`src/rtl/apb_master_pkg.sv`:
```
// Shared types for the APB command master: FSM states, UART register map
// and the response record captured at the end of each transfer.
package apb_master_pkg;

    typedef enum logic [1:0] {
        ST_IDLE   = 2'd0,
        ST_SETUP  = 2'd1,
        ST_ACCESS = 2'd2,
        ST_RESP   = 2'd3
    } apb_state_e;

    // Width of the data carried in the response record; the top-level
    // DATA_WIDTH default tracks it, so widen both together.
    localparam int APB_DATA_W = 8;

    localparam logic [7:0] UART_TXDATA = 8'h00;
    localparam logic [7:0] UART_RXDATA = 8'h04;
    localparam logic [7:0] UART_CTRL1  = 8'h08;
    localparam logic [7:0] UART_CTRL2  = 8'h0C;
    localparam logic [7:0] UART_STATUS = 8'h10;
    localparam logic [7:0] UART_CTRL3  = 8'h14;

    typedef struct packed {
        logic [APB_DATA_W-1:0] rdata;
        logic                  err;
        logic                  timeout;
    } apb_rsp_t;

endpackage

```
`src/rtl/apb_wait_timer.sv`:
```
// Saturating wait-state counter; expired is raised once the count reaches
// TIMEOUT_CYCLES (never when TIMEOUT_CYCLES is 0).
module apb_wait_timer #(
    parameter int TIMEOUT_CYCLES = 255
) (
    input  logic clk,
    input  logic rst_n,
    input  logic clr,
    input  logic en,
    output logic expired
);

    localparam int CNT_W = (TIMEOUT_CYCLES > 0) ? $clog2(TIMEOUT_CYCLES + 1) : 1;
    localparam logic [CNT_W-1:0] LIMIT = CNT_W'(TIMEOUT_CYCLES);

    logic [CNT_W-1:0] count_q;
    logic [CNT_W-1:0] count_d;

    always_comb begin
        count_d = count_q;
        if (clr) begin
            count_d = '0;
        end else if (en && (count_q != LIMIT)) begin
            count_d = count_q + 1'b1;
        end
    end

    always_ff @(posedge clk) begin
        if (!rst_n) begin
            count_q <= '0;
        end else begin
            count_q <= count_d;
        end
    end

    assign expired = (TIMEOUT_CYCLES != 0) && (count_q == LIMIT);

endmodule

```
`src/rtl/apb_cmd_master.sv`:
```
// APB3 requester: turns one valid/ready command into one APB transfer and
// reports the outcome as a single-cycle response pulse.
module apb_cmd_master
    import apb_master_pkg::*;
#(
    parameter int ADDR_WIDTH     = 5,
    parameter int DATA_WIDTH     = APB_DATA_W,
    parameter int TIMEOUT_CYCLES = 255
) (
    input  logic                  PCLK,
    input  logic                  PRESETN,
    input  logic                  cmd_valid,
    output logic                  cmd_ready,
    input  logic                  cmd_write,
    input  logic [ADDR_WIDTH-1:0] cmd_addr,
    input  logic [DATA_WIDTH-1:0] cmd_wdata,
    output logic                  rsp_valid,
    output logic [DATA_WIDTH-1:0] rsp_rdata,
    output logic                  rsp_err,
    output logic                  rsp_timeout,
    output logic                  busy,
    output logic [ADDR_WIDTH-1:0] PADDR,
    output logic                  PSEL,
    output logic                  PENABLE,
    output logic                  PWRITE,
    output logic [DATA_WIDTH-1:0] PWDATA,
    input  logic [DATA_WIDTH-1:0] PRDATA,
    input  logic                  PREADY,
    input  logic                  PSLVERR
);

    apb_state_e            state_q,     state_d;
    logic [ADDR_WIDTH-1:0] paddr_q,     paddr_d;
    logic                  pwrite_q,    pwrite_d;
    logic [DATA_WIDTH-1:0] pwdata_q,    pwdata_d;
    logic                  psel_q,      psel_d;
    logic                  penable_q,   penable_d;
    logic                  rsp_valid_q, rsp_valid_d;
    apb_rsp_t              rsp_q,       rsp_d;

    logic timer_clr;
    logic timer_en;
    logic timer_expired;

    assign timer_clr = (state_q == ST_IDLE) && cmd_valid;
    assign timer_en  = (state_q == ST_ACCESS) && !PREADY;

    apb_wait_timer #(
        .TIMEOUT_CYCLES(TIMEOUT_CYCLES)
    ) u_timer (
        .clk    (PCLK),
        .rst_n  (PRESETN),
        .clr    (timer_clr),
        .en     (timer_en),
        .expired(timer_expired)
    );

    always_comb begin
        state_d     = state_q;
        paddr_d     = paddr_q;
        pwrite_d    = pwrite_q;
        pwdata_d    = pwdata_q;
        psel_d      = psel_q;
        penable_d   = penable_q;
        rsp_valid_d = 1'b0;
        rsp_d       = rsp_q;

        unique case (state_q)
            ST_IDLE: begin
                if (cmd_valid) begin
                    paddr_d  = cmd_addr;
                    pwrite_d = cmd_write;
                    pwdata_d = cmd_write ? cmd_wdata : '0;
                    psel_d   = 1'b1;
                    state_d  = ST_SETUP;
                end
            end
            ST_SETUP: begin
                penable_d = 1'b1;
                state_d   = ST_ACCESS;
            end
            ST_ACCESS: begin
                // A ready slave wins over a timeout landing on the same cycle.
                if (PREADY) begin
                    rsp_d.rdata   = pwrite_q ? '0 : APB_DATA_W'(PRDATA);
                    rsp_d.err     = PSLVERR;
                    rsp_d.timeout = 1'b0;
                end else if (timer_expired) begin
                    rsp_d.rdata   = '0;
                    rsp_d.err     = 1'b1;
                    rsp_d.timeout = 1'b1;
                end
                if (PREADY || timer_expired) begin
                    psel_d      = 1'b0;
                    penable_d   = 1'b0;
                    rsp_valid_d = 1'b1;
                    state_d     = ST_RESP;
                end
            end
            ST_RESP: begin
                state_d = ST_IDLE;
            end
            default: begin
                state_d = ST_IDLE;
            end
        endcase
    end

    always_ff @(posedge PCLK) begin
        if (!PRESETN) begin
            state_q     <= ST_IDLE;
            paddr_q     <= '0;
            pwrite_q    <= 1'b0;
            pwdata_q    <= '0;
            psel_q      <= 1'b0;
            penable_q   <= 1'b0;
            rsp_valid_q <= 1'b0;
            rsp_q       <= '0;
        end else begin
            state_q     <= state_d;
            paddr_q     <= paddr_d;
            pwrite_q    <= pwrite_d;
            pwdata_q    <= pwdata_d;
            psel_q      <= psel_d;
            penable_q   <= penable_d;
            rsp_valid_q <= rsp_valid_d;
            rsp_q       <= rsp_d;
        end
    end

    assign cmd_ready   = (state_q == ST_IDLE);
    assign busy        = (state_q != ST_IDLE);
    assign PADDR       = paddr_q;
    assign PSEL        = psel_q;
    assign PENABLE     = penable_q;
    assign PWRITE      = pwrite_q;
    assign PWDATA      = pwdata_q;
    assign rsp_valid   = rsp_valid_q;
    assign rsp_rdata   = DATA_WIDTH'(rsp_q.rdata);
    assign rsp_err     = rsp_q.err;
    assign rsp_timeout = rsp_q.timeout;

endmodule
```
`config.mk`:
```
export PLATFORM = sky130hd
export DESIGN_NAME = apb_cmd_master
export DESIGN_NICKNAME = d
export VERILOG_FILES = /design/src/rtl/apb_master_pkg.sv /design/src/rtl/apb_wait_timer.sv /design/src/rtl/apb_cmd_master.sv
export SDC_FILE = /design/constraint.sdc
export NUM_CORES = 1
export LEC_CHECK = 0
export BUFFER_PORTS_ARGS = -buffer_cell sky130_fd_sc_hd__buf_2
export CAP_MARGIN = 20
export CELL_PAD_IN_SITES_DETAIL_PLACEMENT = 1
export CELL_PAD_IN_SITES_GLOBAL_PLACEMENT = 2
export CORE_ASPECT_RATIO = 0.9
export CORE_UTILIZATION = 31
export DETAILED_ROUTE_END_ITERATION = 10
export HOLD_SLACK_MARGIN = 0.1
export PLACE_DENSITY = 0.88
export SKIP_LAST_GASP = 1
export SLEW_MARGIN = 25
export SYNTH_ARGS = -nofsm -noshare
export SYNTH_HDL_FRONTEND = slang
export SYNTH_SLANG_ARGS = --single-unit
```
`constraint.sdc`:
```
create_clock -name PCLK -period 4.1 [get_ports PCLK]
set_input_delay 0.82 -clock PCLK [delete_from_list [all_inputs] [get_ports PCLK]]
set_output_delay 0.82 -clock PCLK [all_outputs]
set_load 0.05 [all_outputs]
```
Word level (Yosys, flattened, before mapping)
Cells that the tools add are included.
{ "word_totals": {"ff_bits": 37, "latch_bits": 0, "ram_bits": 0, "rom_bits": 0, "inputBits": 27, "output_inout_bits": 29, "word_cells": 49, "memories": 0} }
{ "op_classes": {"n_addsub": 1, "multipliers": 0, "n_div": 0, "n_lt_le_gt_ge": 0, "eq_ne": 7, "shift": 0, "n_mux": 12, "bitwise": 1, "n_reduce_logical": 17} }
{ "op_table": {"columns": ["op", "n"], "rows": [
  ["$mux W10", 2],
  ["$mux W8", 2],
  ["$reduce_and A2 Y1", 5],
  ["$add A8 B1 Y8 const B", 1],
  ["$eq A8 B8 Y1 const B", 1],
  ["$ne A8 B8 Y1 const B", 1],
  ["$pmux W2 S4", 1],
  ["$reduce_bool A2 Y1", 4],
  ["$eq A2 B2 Y1 const B", 2],
  ["$mux W2", 2],
  ["$pmux W1 S2", 2],
  ["$logic_and A1 B1 Y1", 3],
  ["$mux W1", 3],
  ["$reduce_and A3 Y1", 1],
  ["$eq A2 B1 Y1 const B", 1],
  ["$logic_not A2 Y1", 1],
  ["$ne A2 B1 Y1 const B", 1],
  ["$ne A2 B2 Y1 const B", 1],
  ["$reduce_or A2 Y1", 1],
  ["$logic_not A1 Y1", 1],
  ["$logic_or A1 B1 Y1", 1],
  ["$not A1 Y1", 1]
]} }

Depth between registers and ports, before layout
{ "depth": {"ltp_word": 4, "ltp_mapped": 6, "ltp_nobuf": 5} }

Hierarchy
From an unflattened synthesis, not the netlist that was laid out.
{ "unflattened": {"hier_cells": 172, "hier_area_um2": 1592.8} }
{ "by_module_without_submodules": {"columns": ["module", "n_inst", "cells_each", "area_each_um2", "seq_area_each_um2"], "rows": [
  ["apb_cmd_master", 1, 122, 1169.9, 580.6],
  ["apb_wait_timer", 1, 50, 422.9, 160.2]
]} }

Worst setup path after synthesis
No wires, ideal clock.
{ "synth_timing": {"path_kind": "flip-flop to output port", "startpoint": "register state_q[0]", "endpoint": "output port busy", "t_arrival_ns": 1.450, "t_required_ns": 3.280, "setup_slack_ns": 1.830, "stages_incl_launch_ff": 5, "n_path_buf": 1, "path_cell_list": "dfxtp_1 -> inv_1 -> ha_1 -> buf_2 -> inv_1"} }
{ "synth_via": {"elab_chain_cells": 1} }
{ "synth_lines": {"columns": ["item", "line_no", "rtl"], "rows": [
  ["from (decl)", "apb_cmd_master.sv:32", "apb_state_e state_q, state_d;"],
  ["from (signal assigned)", "apb_cmd_master.sv:120", "state_q <= state_d;"],
  ["$reduce_bool A2 Y1", "apb_cmd_master.sv:132", "assign busy = (state_q != ST_IDLE);"],
  ["to (decl)", "apb_cmd_master.sv:21", "output logic busy,"]
]} }
No other way between the ends.

Final worst setup path
{ "layout_timing": {"startpoint": "register state_q[0]", "endpoint": "output port cmd_ready"} }
{ "layout_via": {"elab_chain_cells": 1} }
{ "layout_lines": {"columns": ["item", "line_no", "rtl"], "rows": [
  ["$logic_not A2 Y1", "apb_cmd_master.sv:131", "assign cmd_ready = (state_q == ST_IDLE);"],
  ["to (decl)", "apb_cmd_master.sv:13", "output logic cmd_ready,"]
]} }
No other way between the ends.

==> flow_summary.toml <==
[run_status]
status = "finished, final reports clean"

[routing]
wl_per_cell_um = 14.83
drt_iter0_markers = 65
route.detailed.drc = 0
final_antenna_net_count = 0
drt-pass1-iter-count = 4
vias_per_cell = 5.067
vias = 1353
drt-total-wl_mm = 3.960

[worst_setup_path]
path_buf_inv = 2
required_ns = 3.28
cpPeakStageDelay_ns = 0.44
crit_fanout = 12
cp_slowest_cell = "ha_1"
cp-end-kind = "output pin"
path_cells = "inv_1, ha_1, buf_2"
worst-setup-path-type = "flop to output pin"
critical-path-top-delay-family = "buffers and inverters"
crit_arrival_ns = 1.53
critical_path.startpoint_type = "flop"

[global_routing]
gr-total-overflow = 0
antenna_found_initial = 0
grt_max_degree = 15
grt_pass1_vias = 1270
grt_pass1_wl_mm = 6.168
grt_usage_pct = 15.19

[timing]
report.final.setup_viol = 0
layout_min_cycle_time_ns = 2.346
fin_skew_ns = 0.003167
drv_slew = 0
worst_pin_slew_ns = 0.6319
finalCritPeriodShare_pct = 57.22
fin_hold_ws_ns = 0.4550
final-hold-violation-count = 0
maxSlewHeadroom_pct = 57.63
tns_ns = 0
fmax_mhz = 426.2
rsz0062_at_grt = "false"

[placement]
hpwl_mm = 2.934
io_buffer_count = 55
routabilityCongestion = 0.7454
placed_cells = 259

[power]
power.density_nw_per_um2 = 617.1
leakage_nw = 0.8626
ir_drop_uv = 382.6

[synth]
synth_flop_cell = "dfxtp_1"
yosysMostFrequentCell = "dfxtp_1"
synth_cell_types = 40
yosys.area.top_type_share_pct = 48.13
synthTopCellsByArea = "dfxtp_1 (48%), a22o_1 (9.1%), nand2_1 (4.1%)"
syn_nets = 180
synthCells = 149
avgSynthCellArea_um2 = 10.33
yosys_warnings = 0
synth_common_cells = "dfxtp_1 (37), nand2_1 (17), a22o_1 (16)"
synth_edf_count = 0
async_reset_ff_share_pct = 0
syn_area_um2 = 1539
synth_seq_cells = 37
ys_seq_area_share_pct = 48.13
yosysTopAreaCell = "dfxtp_1"

[floorplan]
num_io_pins = 56
die-area_um2 = 5251
fp-row-count = 23
start_util_pct = 33.42
chipHeight_um = 68.85
die_w_um = 76.27
core_area_um2 = 4604

[clock_network]
cts_max_path_buffers = 2
path_clk_slew_ns = 0.07
numCtsBuffers = 5
htreeDepth = 2
ctsResizeCount = 0
clkSinkCount = 37
root_buffer = "clkbuf_8"
hold_buffers = 0
clk_latency_ns = 0.28
tritoncts = "yes"
post_cts_buffers = 0

[final_layout]
drive_gt1_share_pct = 34.63
nFillCells = 547
diodes = 0
synthToLayoutAreaGrowth_pct = 27.40
final-instance-count-excl-fill = 267
final_nets = 235

[job]
maxCapViolations = 0

[worst_hold_path]
hold_class = "flop to flop"
==> flip-flops by register name, indices dropped and copies added, names as in the netlist <==
signal,cells
u_timer.count_q,8
PENABLE,1
rsp_valid,1
state_q,2
PSEL,1
rsp_err,1
rsp_timeout,1
PWDATA,8
rsp_rdata,8
PWRITE,1
PADDR,5
==> worst register-to-register path, delay by kind of cell (launching register included) <==
family | cells | cell delay (ns)
compound gates | 1 | 0.22
fa+ha+maj | 1 | 0.44
buf+inv | 1 | 0.15
flops | 1 | 0.31
simple gates | 2 | 0.68
==> power by group <==
part	internal [mW]	switching [mW]	total, mW
sequential	0.404	0.0236	0.428
combinational	0.124	0.333	0.457
clock	0.198	0.127	0.325
==> area by class of cell <==
cell class	instances	area [um^2]	share of cell area, %
clock buffers	7	86.33	4.403
clock inverters	1	30.03	1.532
inverters	6	22.52	1.149
multi-input cells	99	728.2	37.14
flip-flops and latches	37	740.7	37.78
well taps	62	77.57	3.957
repair buffers	55	275.3	14.04
==> stage by stage <==
stage / instance area (um^2) / total power, mW / setup slack [ns] / util [%]
2_1_floorplan: 1539 / 0.7949 / 1.830 / -
3_3_place_gp: 1844 / 0.8873 / 2.100 / 40.05
3_5_place_dp: 1844 / 0.8945 / 2.063 / 40.05
4_1_cts: 1961 / 1.222 / 1.734 / 42.58
5_1_grt: 1961 / 1.273 / 1.659 / 42.58
6_report: 1961 / 1.210 / 1.754 / 42.58
==> layer usage <==
layer | up-vias | track usage, % | wire, um
met3 | 4 | 4.342 | 229
met4 | 0 | 5.048 | 31
met2 | 38 | 24.77 | 1814
met5 | - | 0 | 0
met1 | 645 | 19.57 | 1884
li1 | 666 | - | -
==> path summary, 6_finish.rpt <==
kind,start,to,slack [ns],depth (start not counted)
worst max-delay path,state_q[0]$_SDFFE_PN0P_,cmd_ready,1.75,3
worst min-delay path,PADDR[0]$_SDFFE_PN0P_,PADDR[0]$_SDFFE_PN0P_,0.46,2
worst max register to register,state_q[0]$_SDFFE_PN0P_,PWDATA[1]$_SDFFE_PN0P_,2.25,5
worst min register to register,PADDR[0]$_SDFFE_PN0P_,PADDR[0]$_SDFFE_PN0P_,0.46,2
==> cell usage in the layout (no fill, tap or decap), types with 5 or more instances in the layout <==
master    count
buf_2        55
nand3_1       7
nor3_1        6
a31oi_1       5
a22o_1       16
nand2_1      17
clkbuf_8      6
a21oi_1       8
inv_1         5
dfxtp_1      37
==> cell families after synthesis <==
kind of cell               count (synthesis)  share of synthesized area [%]
AOI/OAI and AO/OA                         45                          25.69
adders and majority gates                  4                          3.252
muxes                                      2                          1.301
and+or+nand+nor                           48                          17.07
DFF                                       37                          48.13
buffers and inverters                     13                          4.552
Note: power is estimated with default switching activity, not from simulation.
